$ cat config.mk
export PLATFORM = sky130hd
export DESIGN_NAME = mem_arbiter
export DESIGN_NICKNAME = d
export VERILOG_FILES = /design/src/rtl/mem_arbiter.sv
export SDC_FILE = /design/constraint.sdc
export NUM_CORES = 1
export LEC_CHECK = 0
export ABC_CLOCK_PERIOD_IN_PS = 2700
export CAP_MARGIN = 20
export CORE_AREA = 2 2 117 119
export DETAILED_ROUTE_END_ITERATION = 8
export DIE_AREA = 0 0 119 121
export PLACE_DENSITY_LB_ADDON = 0.08
export SETUP_SLACK_MARGIN = 0.5
export SYNTH_ARGS = -nofsm -noshare
export SYNTH_HDL_FRONTEND = slang
export SYNTH_SLANG_ARGS = --single-unit
export TNS_END_PERCENT = 20
$ cat constraint.sdc
create_clock -name i_clk -period 2.7 [get_ports i_clk]
set_clock_uncertainty 0.05 [all_clocks]
set_input_delay 0.54 -clock i_clk [delete_from_list [all_inputs] [get_ports i_clk]]
set_output_delay 0.54 -clock i_clk [all_outputs]
set_load 0.01 [all_outputs]
$ cat src/rtl/mem_arbiter.sv
// Purpose : two-port (I-cache / D-cache) arbiter in front of a single in-order memory port.
// Latency : a request seen in IDLE is forwarded one cycle later; responses are routed combinationally.
// Backpr. : the granted port's ready follows i_mem_ready; reads stall while MAX_OUT reads are in flight.
//
// Ports:
//   i_clk, i_rst                      clock, synchronous active-high reset
//   i_ic_* / i_dc_*                   per-port request (ren, wen, addr, wdata)
//   o_ic_ready / o_dc_ready           request accepted this cycle
//   o_ic_valid/rdata, o_dc_valid/rdata read response to the granted port
//   o_mem_* / i_mem_ready             request towards memory
//   i_mem_valid / i_mem_rdata         in-order memory read response
module mem_arbiter #(
    parameter int unsigned MAX_OUT = 4
) (
    input  logic        i_clk,
    input  logic        i_rst,
    input  logic        i_ic_ren,
    input  logic        i_ic_wen,
    input  logic [31:0] i_ic_addr,
    input  logic [31:0] i_ic_wdata,
    output logic        o_ic_ready,
    output logic [31:0] o_ic_rdata,
    output logic        o_ic_valid,
    input  logic        i_dc_ren,
    input  logic        i_dc_wen,
    input  logic [31:0] i_dc_addr,
    input  logic [31:0] i_dc_wdata,
    output logic        o_dc_ready,
    output logic [31:0] o_dc_rdata,
    output logic        o_dc_valid,
    input  logic        i_mem_ready,
    output logic [31:0] o_mem_addr,
    output logic        o_mem_ren,
    output logic        o_mem_wen,
    output logic [31:0] o_mem_wdata,
    input  logic [31:0] i_mem_rdata,
    input  logic        i_mem_valid
);

    typedef enum logic [1:0] {
        IDLE  = 2'd0,
        GNT_I = 2'd1,
        GNT_D = 2'd2
    } state_t;

    localparam logic       LG_I   = 1'b0;
    localparam logic       LG_D   = 1'b1;
    localparam logic [2:0] LP_MAX = 3'(MAX_OUT);

    state_t     r_state;
    state_t     w_state_nxt;
    logic       r_last_gnt;
    logic       w_last_nxt;
    logic [2:0] r_outs;
    logic [2:0] w_outs_nxt;

    logic       w_req_i;
    logic       w_req_d;
    logic       w_full;
    logic       w_rsp;
    logic       w_rd_acc;
    logic       w_gnt_req;

    always_ff @(posedge i_clk) begin
        if (i_rst) begin
            r_state    <= IDLE;
            r_last_gnt <= LG_I;
            r_outs     <= 3'd0;
        end else begin
            r_state    <= w_state_nxt;
            r_last_gnt <= w_last_nxt;
            r_outs     <= w_outs_nxt;
        end
    end

    always_comb begin
        w_state_nxt = r_state;
        w_last_nxt  = r_last_gnt;
        w_outs_nxt  = r_outs;
        w_gnt_req   = 1'b0;
        w_rd_acc    = 1'b0;
        o_ic_ready  = 1'b0;
        o_dc_ready  = 1'b0;
        o_ic_valid  = 1'b0;
        o_dc_valid  = 1'b0;
        o_ic_rdata  = 32'd0;
        o_dc_rdata  = 32'd0;
        o_mem_addr  = 32'd0;
        o_mem_wdata = 32'd0;
        o_mem_ren   = 1'b0;
        o_mem_wen   = 1'b0;

        w_req_i = i_ic_ren | i_ic_wen;
        w_req_d = i_dc_ren | i_dc_wen;
        w_full  = (r_outs == LP_MAX);
        // A response with nothing in flight is stale (e.g. issued before a reset) and is dropped.
        w_rsp   = i_mem_valid && (r_outs != 3'd0);

        case (r_state)
            IDLE: begin
                if (w_req_i && w_req_d) begin
                    if (r_last_gnt == LG_D) begin
                        w_state_nxt = GNT_I;
                        w_last_nxt  = LG_I;
                    end else begin
                        w_state_nxt = GNT_D;
                        w_last_nxt  = LG_D;
                    end
                end else if (w_req_d) begin
                    w_state_nxt = GNT_D;
                    w_last_nxt  = LG_D;
                end else if (w_req_i) begin
                    w_state_nxt = GNT_I;
                    w_last_nxt  = LG_I;
                end
            end
            GNT_I: begin
                w_gnt_req   = w_req_i;
                o_mem_addr  = i_ic_addr;
                o_mem_wdata = i_ic_wdata;
                o_mem_wen   = i_ic_wen;
                o_mem_ren   = i_ic_ren & ~w_full;
                o_ic_ready  = i_mem_ready & ~(i_ic_ren & w_full);
                o_ic_valid  = w_rsp;
                o_ic_rdata  = w_rsp ? i_mem_rdata : 32'd0;
            end
            GNT_D: begin
                w_gnt_req   = w_req_d;
                o_mem_addr  = i_dc_addr;
                o_mem_wdata = i_dc_wdata;
                o_mem_wen   = i_dc_wen;
                o_mem_ren   = i_dc_ren & ~w_full;
                o_dc_ready  = i_mem_ready & ~(i_dc_ren & w_full);
                o_dc_valid  = w_rsp;
                o_dc_rdata  = w_rsp ? i_mem_rdata : 32'd0;
            end
            default: begin
                w_state_nxt = IDLE;
            end
        endcase

        // Writes complete on acceptance, so only read accepts touch the counter.
        w_rd_acc = o_mem_ren & i_mem_ready;
        case ({w_rd_acc, w_rsp})
            2'b10:   w_outs_nxt = r_outs + 3'd1;
            2'b01:   w_outs_nxt = r_outs - 3'd1;
            default: w_outs_nxt = r_outs;
        endcase

        // Hold the grant until the port goes quiet and every read it issued has returned,
        // so a multi-word line fill is never interleaved with the other port.
        if ((r_state != IDLE) && !w_gnt_req && (w_outs_nxt == 3'd0)) begin
            w_state_nxt = IDLE;
        end

        // Outputs are forced quiet while reset is asserted, whatever the old state was.
        if (i_rst) begin
            o_ic_ready  = 1'b0;
            o_dc_ready  = 1'b0;
            o_ic_valid  = 1'b0;
            o_dc_valid  = 1'b0;
            o_ic_rdata  = 32'd0;
            o_dc_rdata  = 32'd0;
            o_mem_addr  = 32'd0;
            o_mem_wdata = 32'd0;
            o_mem_ren   = 1'b0;
            o_mem_wen   = 1'b0;
        end
    end

endmodule

==> metrics.md <==
| Metric | Value |
|---|---|
| Endpoints failing hold | 0 |
| Vias in the first global route | between 3000 and 4000 |
| Fraction of layout cells with a size suffix above 1 | 0.289 |
| DRC | 0 |
| Syn nets | 460 |
| Pre-CTS WS | -0.210 ns |
| Initial core utilization | 0.138 |
| Cell family with most CP delay | buffers and inverters |
| PortBufs | between 300 and 400 |
| Detailed-placement wirelength estimate | 10300 µm |
| Global-route wire length before repair | about 21000 µm |
| FMAX | approximately 400 MHz |
| Largest net degree at the start of global routing | between 50 and 60 |
| Hold_sp | r_state[0] |
| Total number of vias | approximately 3500 |
| Critical-path top delay cell | clkdlybuf4s50_1 |
| WL final | about 15000 µm |
| Worst-skew pair later-pin latency | about 0.23 ns |
| Post-synth EDFFs | 0 |
| Hold_ws | ~0.47 ns |
| Post-Layout Cell Count | roughly 760 |
| Prevailing post-synth register cell | dfxtp_1 |
| Longest Clk Path Bufs | 2 |
| Slew HR | 0.725 |
| Synth area leaders | a22oi_1 28%, and3_1 22%, nor2_1 15%, dfxtp_1 6.7%, clkbuf_1 4.2% |
| Final worst path period share | 0.930 |
| Unrepaired setup endpoints after global routing | yes |
| Synth top area share | 0.279 |
| Die span in y | 121 µm |
| Clock tree sinks | 6 |
| Die area | around 14000 µm² |
| Min Tclk post-route | 2.51 ns |
| P per Cell Area | 435 nW/µm² |
| Vias/cell | between 4 and 5 |
| Crit path buf inv count | 4 |
| CP Cell Sequence | clkdlybuf4s15_2 -> buf_6 -> nor2b_4 -> clkbuf_16 -> and3_1 -> clkdlybuf4s50_1 |
| Final Setup Violations | 0 |
| Pleak | approximately 2.7 nW |
| Worst Hold Class | flip-flop to flip-flop |
| Ant. Diodes | 0 |
| DP Cell Count | approximately 740 |
| Status | finished, final reports clean |
| Average wire per standard cell | just under 20 µm |
| WP data required | around 2.1 ns |
| Fillers | 1318 |
| CP startpoint | i_rst |
| All-layer global routing usage | 0.182 |
| Critical path's largest stage delay | 0.53 ns |
| #FFs+latches synth | 6 |
| Pre-Repair DR Iteration Count | 4 |
| Syn_area_per_cell | ~6.3 µm² |
| Post-Syn Instances | around 290 |
| Max VDD drop | 0.000355 V |
| Setup crit end kind | primary output |
| TritonCTS clock tree | built |
| Rows | 42 |
| Clock transition at path regs | 0.03 ns |
| CTS root buf | clkbuf_16 |
| Finished Core Util | 0.419 |
| Fin nets | ~760 |
| Post-CTS Hold Fix Bufs | 0 |
| Largest area contributor in the netlist | a22oi_1 |
| Least-Margin Pin Slew | approximately 0.4 ns |
| Ports | roughly 300 |
| Area grow syn2layout | 204% |
| Setup TNS | 0 ns |
| Antenna violations before repair | 0 |
| Area of the mapped netlist | between 1500 and 2000 µm² |
| Post-synthesis cell type count | 34 |
| RePlAce Congestion | a little over 0.8 |
| Commonest non-fill, non-tap cell in the layout | clkdlybuf4s50_1 |
| Die width | 119 µm |
| GRT overflow | 0 |
| Ys async rst share | 0 |
| Crit Path Class | primary input to primary output |
| CP startpoint kind | primary input |
| Worst Path Max Fanout | 17 |
| RR Startpoint | r_state[0] |
| Most frequent cells in the layout | 179 x clkdlybuf4s50_1, 68 x nor2_1, 66 x a22oi_1 |
| Number of H-tree levels | 1 |
| Setup ws final | 0.189 ns |
| Initial DRC Count | approximately 210 |
| Max Slew Vio Count | 0 |
| Max Cap Viol | 0 |
| Register area share after synthesis | 0.0666 |
| Yosys Warn Count | 0 |
| TritonCTS Buffers | 3 |
| ANT nets after route | 0 |
| WP data arrival | ~1.9 ns |
| Core box area | ~13000 µm² |
-- tightest hold or removal path, stage by stage, from the launching register on --
cell	delay (ns)
dfxtp_4	0.35
nand2_1	0.07
a211oi_2	0.05
-- cell type report --
| class | instances | area [µm²] | share of cell area |
|---|---|---|---|
| Inverter | 3 | 13.8 | 0.00251 |
| Sequential cell | 6 | 136 | 0.0249 |
| Clock buffer | 3 | 75.1 | 0.0137 |
| Timing Repair Buffer | 335 | 3370 | 0.615 |
| Tap cell | 176 | 220 | 0.0402 |
| Multi-Input combinational cell | 241 | 1670 | 0.304 |
-- synth_stat cells, types with 3 or more instances --
master,instances
nor2_1,70
a22oi_1,67
and3_1,64
clkbuf_1,20
buf_2,9
dfxtp_1,6
buf_6,5
ha_1,4
buf_1,3
inv_1,3
nand2_1,3
nor3_1,3
-- sequential cells by signal, summed over array words and instances, names as in the netlist --
register and cells:
r_last_gnt 1, r_state 2, r_outs 3
-- repair_timing --
action	in CTS	in global routing
pin swaps	14	7
cloned	7	1
hold endpoints to repair	0	0
buffers inserted	6	6
setup endpoints to repair	138	125
resized for setup	398	47
-- through the flow --
stage / power [mW] / cell area (µm²)
global placement: 1.76 / 5040
global route: 2.56 / 5480
floorplan: 1.05 / 1840
finish: 2.38 / 5480
detailed placement: 1.77 / 5040
CTS: 2.33 / 5360
-- cells by family after synthesis --
family / after synthesis / share of synthesized area
flops: 6 / 0.0666
fa+ha+maj: 5 / 0.0388
simple gates: 152 / 0.429
buf+inv: 40 / 0.110
mux: 2 / 0.0111
compound gates: 80 / 0.334
xor+xnor: 2 / 0.00971
-- final timing paths --
kind	slack [ns]	cells after the start	endpoint
worst max-delay path	0.19	6	o_ic_rdata[16]
worst min-delay path	0.47	2	r_state[0]
worst max register to register	0.24	11	r_state[1]
worst min register to register	0.47	2	r_state[0]
-- per-layer routing --
layer	vias up	global-route usage	wire (µm)
met3	10	0.0653	1440
met4	0	0.0193	173
met2	171	0.343	7640
met1	1618	0.203	5550
met5	-	0	0
li1	1673	-	-
-- power breakdown --
part	internal (mW)	switching, mW	total [mW]	leakage (nW)
combinational	0.993	0.996	1.99	2.65
sequential	0.123	0.0322	0.156	0.0525
clock	0.190	0.0502	0.240	0.0370
(Power assumes the default switching activity.)
